File: src/rtl/mem_cache_ctrl.sv
// Memory-stage data cache: direct-mapped, write-through, no-write-allocate, SRAM backed.
// Optional hit/miss counters when MEM_CACHE_STATS_EN is defined.
//
// state     | meaning
// ----------+-------------------------------------------------------------
// S_IDLE    | accept a load/store; a read hit is served with no stall
// S_RD_MISS | SRAM read outstanding; the line is refilled on sram_ready
// S_WR_THRU | SRAM write outstanding; the pipeline is released on sram_ready
module mem_cache_ctrl #(
    parameter int DEPTH     = 64,
    parameter int BASE_ADDR = 1024,
    parameter int TAG_W     = 16
) (
    input  logic        clk,
    input  logic        rst,
    input  logic        MEM_R_EN,
    input  logic        MEM_W_EN,
    input  logic [31:0] ALU_Res,
    input  logic [31:0] Val_Rm,
    output logic [31:0] mem_rdata,
    output logic        freeze,
    output logic        sram_req,
    output logic        sram_we,
    output logic [29:0] sram_addr,
    output logic [31:0] sram_wdata,
    input  logic [31:0] sram_rdata,
    input  logic        sram_ready
`ifdef MEM_CACHE_STATS_EN
    ,
    output logic [31:0] hit_cnt,
    output logic [31:0] miss_cnt
`endif
);

    localparam int          IDX_W = $clog2(DEPTH);
    localparam logic [31:0] BASE  = 32'(BASE_ADDR);

    typedef enum logic [1:0] {
        S_IDLE    = 2'd0,
        S_RD_MISS = 2'd1,
        S_WR_THRU = 2'd2
    } state_t;

    state_t r_state;
    state_t w_next;

    logic [DEPTH-1:0] r_valid;
    logic [TAG_W-1:0] r_tag_mem  [DEPTH];
    logic [31:0]      r_data_mem [DEPTH];

    logic        r_sram_req;
    logic        r_sram_we;
    logic [29:0] r_sram_addr;
    logic [31:0] r_sram_wdata;
    logic [31:0] r_rdata;

    logic [31:0]      w_ea;
    logic [IDX_W-1:0] w_idx;
    logic [TAG_W-1:0] w_tag;
    logic [IDX_W-1:0] w_lat_idx;
    logic [TAG_W-1:0] w_lat_tag;
    logic             w_unused_ea_lo;
    logic             w_hit;
    logic             w_rd;
    logic             w_wr;

    logic        w_freeze;
    logic [31:0] w_rdata;
    logic        w_issue_rd;
    logic        w_issue_wr;
    logic        w_fill;
    logic        w_done;
    logic        w_hit_rd;

    assign w_ea           = ALU_Res - BASE;
    assign w_idx          = w_ea[IDX_W+1:2];
    assign w_tag          = w_ea[TAG_W+IDX_W+1:IDX_W+2];
    assign w_unused_ea_lo = ^w_ea[1:0];

    // Refill targets the line of the latched miss address, not the live inputs.
    assign w_lat_idx = r_sram_addr[IDX_W-1:0];
    assign w_lat_tag = r_sram_addr[TAG_W+IDX_W-1:IDX_W];

    assign w_hit = r_valid[w_idx] && (r_tag_mem[w_idx] == w_tag);
    assign w_wr  = MEM_W_EN;
    assign w_rd  = MEM_R_EN && !MEM_W_EN;

    always_ff @(posedge clk or negedge rst) begin
        if (!rst) begin
            r_state <= S_IDLE;
        end else begin
            r_state <= w_next;
        end
    end

    always_comb begin
        w_next     = r_state;
        w_freeze   = 1'b0;
        w_rdata    = r_rdata;
        w_issue_rd = 1'b0;
        w_issue_wr = 1'b0;
        w_fill     = 1'b0;
        w_done     = 1'b0;
        w_hit_rd   = 1'b0;
        case (r_state)
            S_IDLE: begin
                if (w_wr) begin
                    w_freeze   = 1'b1;
                    w_issue_wr = 1'b1;
                    w_next     = S_WR_THRU;
                end else if (w_rd) begin
                    if (w_hit) begin
                        w_rdata  = r_data_mem[w_idx];
                        w_hit_rd = 1'b1;
                    end else begin
                        w_freeze   = 1'b1;
                        w_issue_rd = 1'b1;
                        w_next     = S_RD_MISS;
                    end
                end
            end
            S_RD_MISS: begin
                if (sram_ready) begin
                    w_rdata = sram_rdata;
                    w_fill  = 1'b1;
                    w_done  = 1'b1;
                    w_next  = S_IDLE;
                end else begin
                    w_freeze = 1'b1;
                end
            end
            S_WR_THRU: begin
                if (sram_ready) begin
                    w_done = 1'b1;
                    w_next = S_IDLE;
                end else begin
                    w_freeze = 1'b1;
                end
            end
            default: begin
                w_next = S_IDLE;
            end
        endcase
    end

    always_ff @(posedge clk or negedge rst) begin
        if (!rst) begin
            r_valid      <= '0;
            r_sram_req   <= 1'b0;
            r_sram_we    <= 1'b0;
            r_sram_addr  <= '0;
            r_sram_wdata <= '0;
            r_rdata      <= '0;
        end else begin
            r_rdata <= w_rdata;
            if (w_issue_rd) begin
                r_sram_req  <= 1'b1;
                r_sram_we   <= 1'b0;
                r_sram_addr <= w_ea[31:2];
            end else if (w_issue_wr) begin
                r_sram_req   <= 1'b1;
                r_sram_we    <= 1'b1;
                r_sram_addr  <= w_ea[31:2];
                r_sram_wdata <= Val_Rm;
            end else if (w_done) begin
                r_sram_req <= 1'b0;
            end
            if (w_fill) begin
                r_valid[w_lat_idx] <= 1'b1;
            end
        end
    end

    // Tag/data arrays need no reset: the valid bits gate every use.
    always_ff @(posedge clk) begin
        if (w_fill) begin
            r_data_mem[w_lat_idx] <= sram_rdata;
            r_tag_mem[w_lat_idx]  <= w_lat_tag;
        end else if (w_issue_wr && w_hit) begin
            r_data_mem[w_idx] <= Val_Rm;
        end
    end

`ifdef MEM_CACHE_STATS_EN
    logic [31:0] r_hit_cnt;
    logic [31:0] r_miss_cnt;

    always_ff @(posedge clk or negedge rst) begin
        if (!rst) begin
            r_hit_cnt  <= '0;
            r_miss_cnt <= '0;
        end else begin
            if (w_hit_rd && (r_hit_cnt != 32'hFFFF_FFFF)) begin
                r_hit_cnt <= r_hit_cnt + 32'd1;
            end
            if (w_issue_rd && (r_miss_cnt != 32'hFFFF_FFFF)) begin
                r_miss_cnt <= r_miss_cnt + 32'd1;
            end
        end
    end

    assign hit_cnt  = r_hit_cnt;
    assign miss_cnt = r_miss_cnt;
`endif

    // Reset must drop freeze immediately even while a request is held on the inputs.
    assign freeze     = rst && w_freeze;
    assign mem_rdata  = w_rdata;
    assign sram_req   = r_sram_req;
    assign sram_we    = r_sram_we;
    assign sram_addr  = r_sram_addr;
    assign sram_wdata = r_sram_wdata;

endmodule

File: config.mk
export PLATFORM = sky130hd
export DESIGN_NAME = mem_cache_ctrl
export DESIGN_NICKNAME = d
export VERILOG_FILES = /design/src/rtl/mem_cache_ctrl.sv
export SDC_FILE = /design/constraint.sdc
export NUM_CORES = 2
export LEC_CHECK = 0
export CORE_UTILIZATION = 45
export DETAILED_ROUTE_END_ITERATION = 16
export GPL_TIMING_DRIVEN = 0
export SETUP_SLACK_MARGIN = 0.5
export SLEW_MARGIN = 20
export SYNTH_ARGS = -nofsm -noshare
export SYNTH_HDL_FRONTEND = slang
export SYNTH_SLANG_ARGS = --single-unit
File: constraint.sdc
create_clock -name clk -period 13.95 [get_ports clk]
set_input_delay 1.395 -clock clk [delete_from_list [all_inputs] [get_ports clk]]
set_output_delay 1.395 -clock clk [all_outputs]
set_load 0.005 [all_outputs]
==> results.yml <==
status:
  outcome: "finished clean"
die:
  core_area_um2: 277500
  start_util_pct: 45.42
  die_w_um: 531.2
  die-area_um2: 282200
  io_pins: 198
  rows: 193
  fp.dieH_um: 531.2
sta:
  tightest_slew_ns: 1.326
  rsz0062_at_grt: "false"
  period_share_pct: 75.89
  tns_ns: 0
  layout_min_cycle_time_ns: 10.59
  fmax_mhz: 94.45
  setup_violations: 0
  maxSlewHeadroom_pct: 11.60
  fin_ws_ns: 3.363
  drv_slew: 0
  clock_skew_ns: 0.08271
  hold_violations: 0
final_layout:
  seq_area_um2: 96320
  filler_cell_count: 20750
  multi_input_area_um2: 29360
  drive_above_1_share_pct: 30.71
  area_growth_pct: 18.99
  instances_no_fill: 10420
  final_area_um2: 149900
  fin_nets: 6529
routing:
  wl_um: 415500
  drcViolationCount: 0
  drtIter0Drc: 10700
  drt-pass1-iter-count: 7
  via_per_inst: 6.473
  wl_per_cell_um: 39.89
  ant_nets: 0
  vias: 67410
worst_setup_path:
  critical_path.cell_chain: "clkdlybuf4s50_1 > clkbuf_1 > clkbuf_1 > nor2_1 > clkbuf_2 > a221oi_1 > o211ai_1 > xor2_1 > nor4_4 > nand4_2 > clkbuf_1 > nor2_1 > a311o_1 > clkdlybuf4s50_1"
  max_stage_delay_ns: 0.78
  crit_type: "in2out"
  cp_slowest_cell: "clkdlybuf4s50_1"
  crit_start: "ALU_Res[7]"
  required_ns: 12.56
  cp_max_fo: 10
  crit_top_cell: "clkbuf_1"
  reg2regPathDepth: 12
  timing.critical_path.buf_inv: 6
  r2r-start: "r_tag_mem[21][3]"
  start_kind: "input pin"
  cp.depth: 14
  critPathCaptureType: "primary output"
  arrival_ns: 9.19
  crit_family: "buffers and inverters"
synth:
  synth_area_leaders: "edfxtp_1 73%, mux4_2 15%, dfrtp_1 3.2%"
  seq_area_frac_synth_pct: 76.42
  synth-edff-count: 3072
  yosys_warnings: 0
  yosysTopAreaCell: "edfxtp_1"
  synthesis.area_um2: 126000
  synth_top_area_share_pct: 73.20
  yosysMostFrequentCell: "edfxtp_1"
  ys.flop_type: "edfxtp_1"
  synth_nets: 5780
  ys_seq_elements: 3234
  synthArstFlopShare_pct: 5.009
  synthTopCellsByCount: "3072 x edfxtp_1, 822 x mux4_2, 266 x mux2i_1, 162 x dfrtp_1, 155 x nor2_1"
  syn_inst: 5675
  synth_area_per_cell_um2: 22.21
  yosysUniqueCellTypes: 77
cts:
  numCtsBuffers: 338
  clk_latency_ns: 0.91
  clock-root-buffer: "clkbuf_16"
  cts_tree: "done"
  clockBufferDepth: 4
  cts_resized: 0
  cts_setup_buffers: 0
  htree_levels: 5
  path_clk_slew_ns: 0.06
  hold_buffers: 0
  cts.sinks: 3234
global_routing:
  gr-total-overflow: 0
  grt_pass1_vias: 66000
  grt_pass1_wl_um: 560900
  grt_max_degree: 79
  antenna_found_initial: 22
  grt.total_usage_pct: 29.56
pwr:
  switching_share_pct: 24.77
  ir_drop_mv: 0.1070
  p_int_mw: 17.48
  switching_power_mw: 5.756
  p_clk_share_pct: 37.7
  comb_power_share_pct: 12.2
  leakage_nw: 48.40
  powerDensity_nw_per_um2: 155.0
  p_seq_share_pct: 50.1
placement:
  io_buffers: 191
  place_congestion: 0.8922
  dpl_cell_area_um2: 139200
  dpl.hpwl_um: 278500
  dp_cells: 9787
  place_ws_ns: 3.257
worst_hold_path:
  hp-class: "in2async"
flow_run:
  drv_cap: 0
worst paths after layout:
kind | to | slack [ns]
worst min-delay path | r_valid[30] | 0.41
worst max-delay path | mem_rdata[20] | 3.36
max in group asynchronous | r_rdata[28] | 12.74
worst min register to register | r_valid[26] | 0.46
min in group clk | r_valid[26] | 0.46
worst max register to register | r_data_mem[62][3] | 8.04
stage by stage:
| step | hold slack (ns) | utilization [%] | power [mW] |
|---|---|---|---|
| after CTS | 0.3840 | 53.98 | 23.24 |
| after global placement | 0.4454 | 47.78 | 14.34 |
| after detailed placement | 0.4494 | 50.18 | 14.64 |
| after global routing | 0.4111 | 54.03 | 23.78 |
| after floorplan | 0.4337 | - | 13.04 |
| final | 0.4105 | 54.04 | 23.24 |
registers in the layout, summed over array words and instances (netlist names):
register,cells
r_valid,64
sram_req,1
sram_wdata,32
r_rdata,32
r_data_mem,2048
sram_we,1
r_tag_mem,1024
sram_addr,30
r_state,2
placed cells by master, fill, tap and decap left out, types with 96 or more instances in the layout:
cell             synthesis  routed
clkdlybuf4s50_1          0     190
buf_16                   0     132
nand2_1                 96      96
a22oi_1                127     125
clkbuf_16                0     343
dfrtp_1                162     146
clkbuf_1               117     158
buf_2                  109     117
mux2i_1                266     266
mux4_2                 822     822
edfxtp_1              3072    3072
final cells by class:
type	instances	share of cell area, %
antenna	16	0.02670
buffer	325	1.196
clock buffer	437	6.013
clock inverter	173	1.008
inverter	11	0.02754
multi-input combinational	2105	19.58
sequential	3234	64.24
tap	3705	3.092
timing repair buffer	409	4.818
power groups by stage:
stage               Sequential, mW  Combinational [mW]  Clock, mW
finish                        11.6                2.84       8.75
CTS                           11.6                2.81       8.79
floorplan                     11.9                1.12          0
detailed placement            11.8                2.80          0
global placement              12.1                2.22          0
global route                  11.7                2.94       9.16
cell families (layout without fill, tap and decap cells):
kind of cell,Yosys count,after routing,synth area share (%)
compound gates,360,360,2.163
xor+xnor,36,36,0.2502
fa+ha+maj,4,4,0.03972
buf+inv,336,1355,1.396
flops,3234,3234,76.42
mux,1177,1177,17.60
other cells,0,16,0
simple gates,528,528,2.135
per-layer routing:
metal	vias up	share of wire [%]	GRT usage [%]
met5	-	0.024	0
met4	14	6.5	16.15
met3	1051	11	6.904
met2	4460	46	45.05
met1	36320	37	39.51
li1	25560	-	-
No activity file was read; power rests on OpenSTA's default activity.
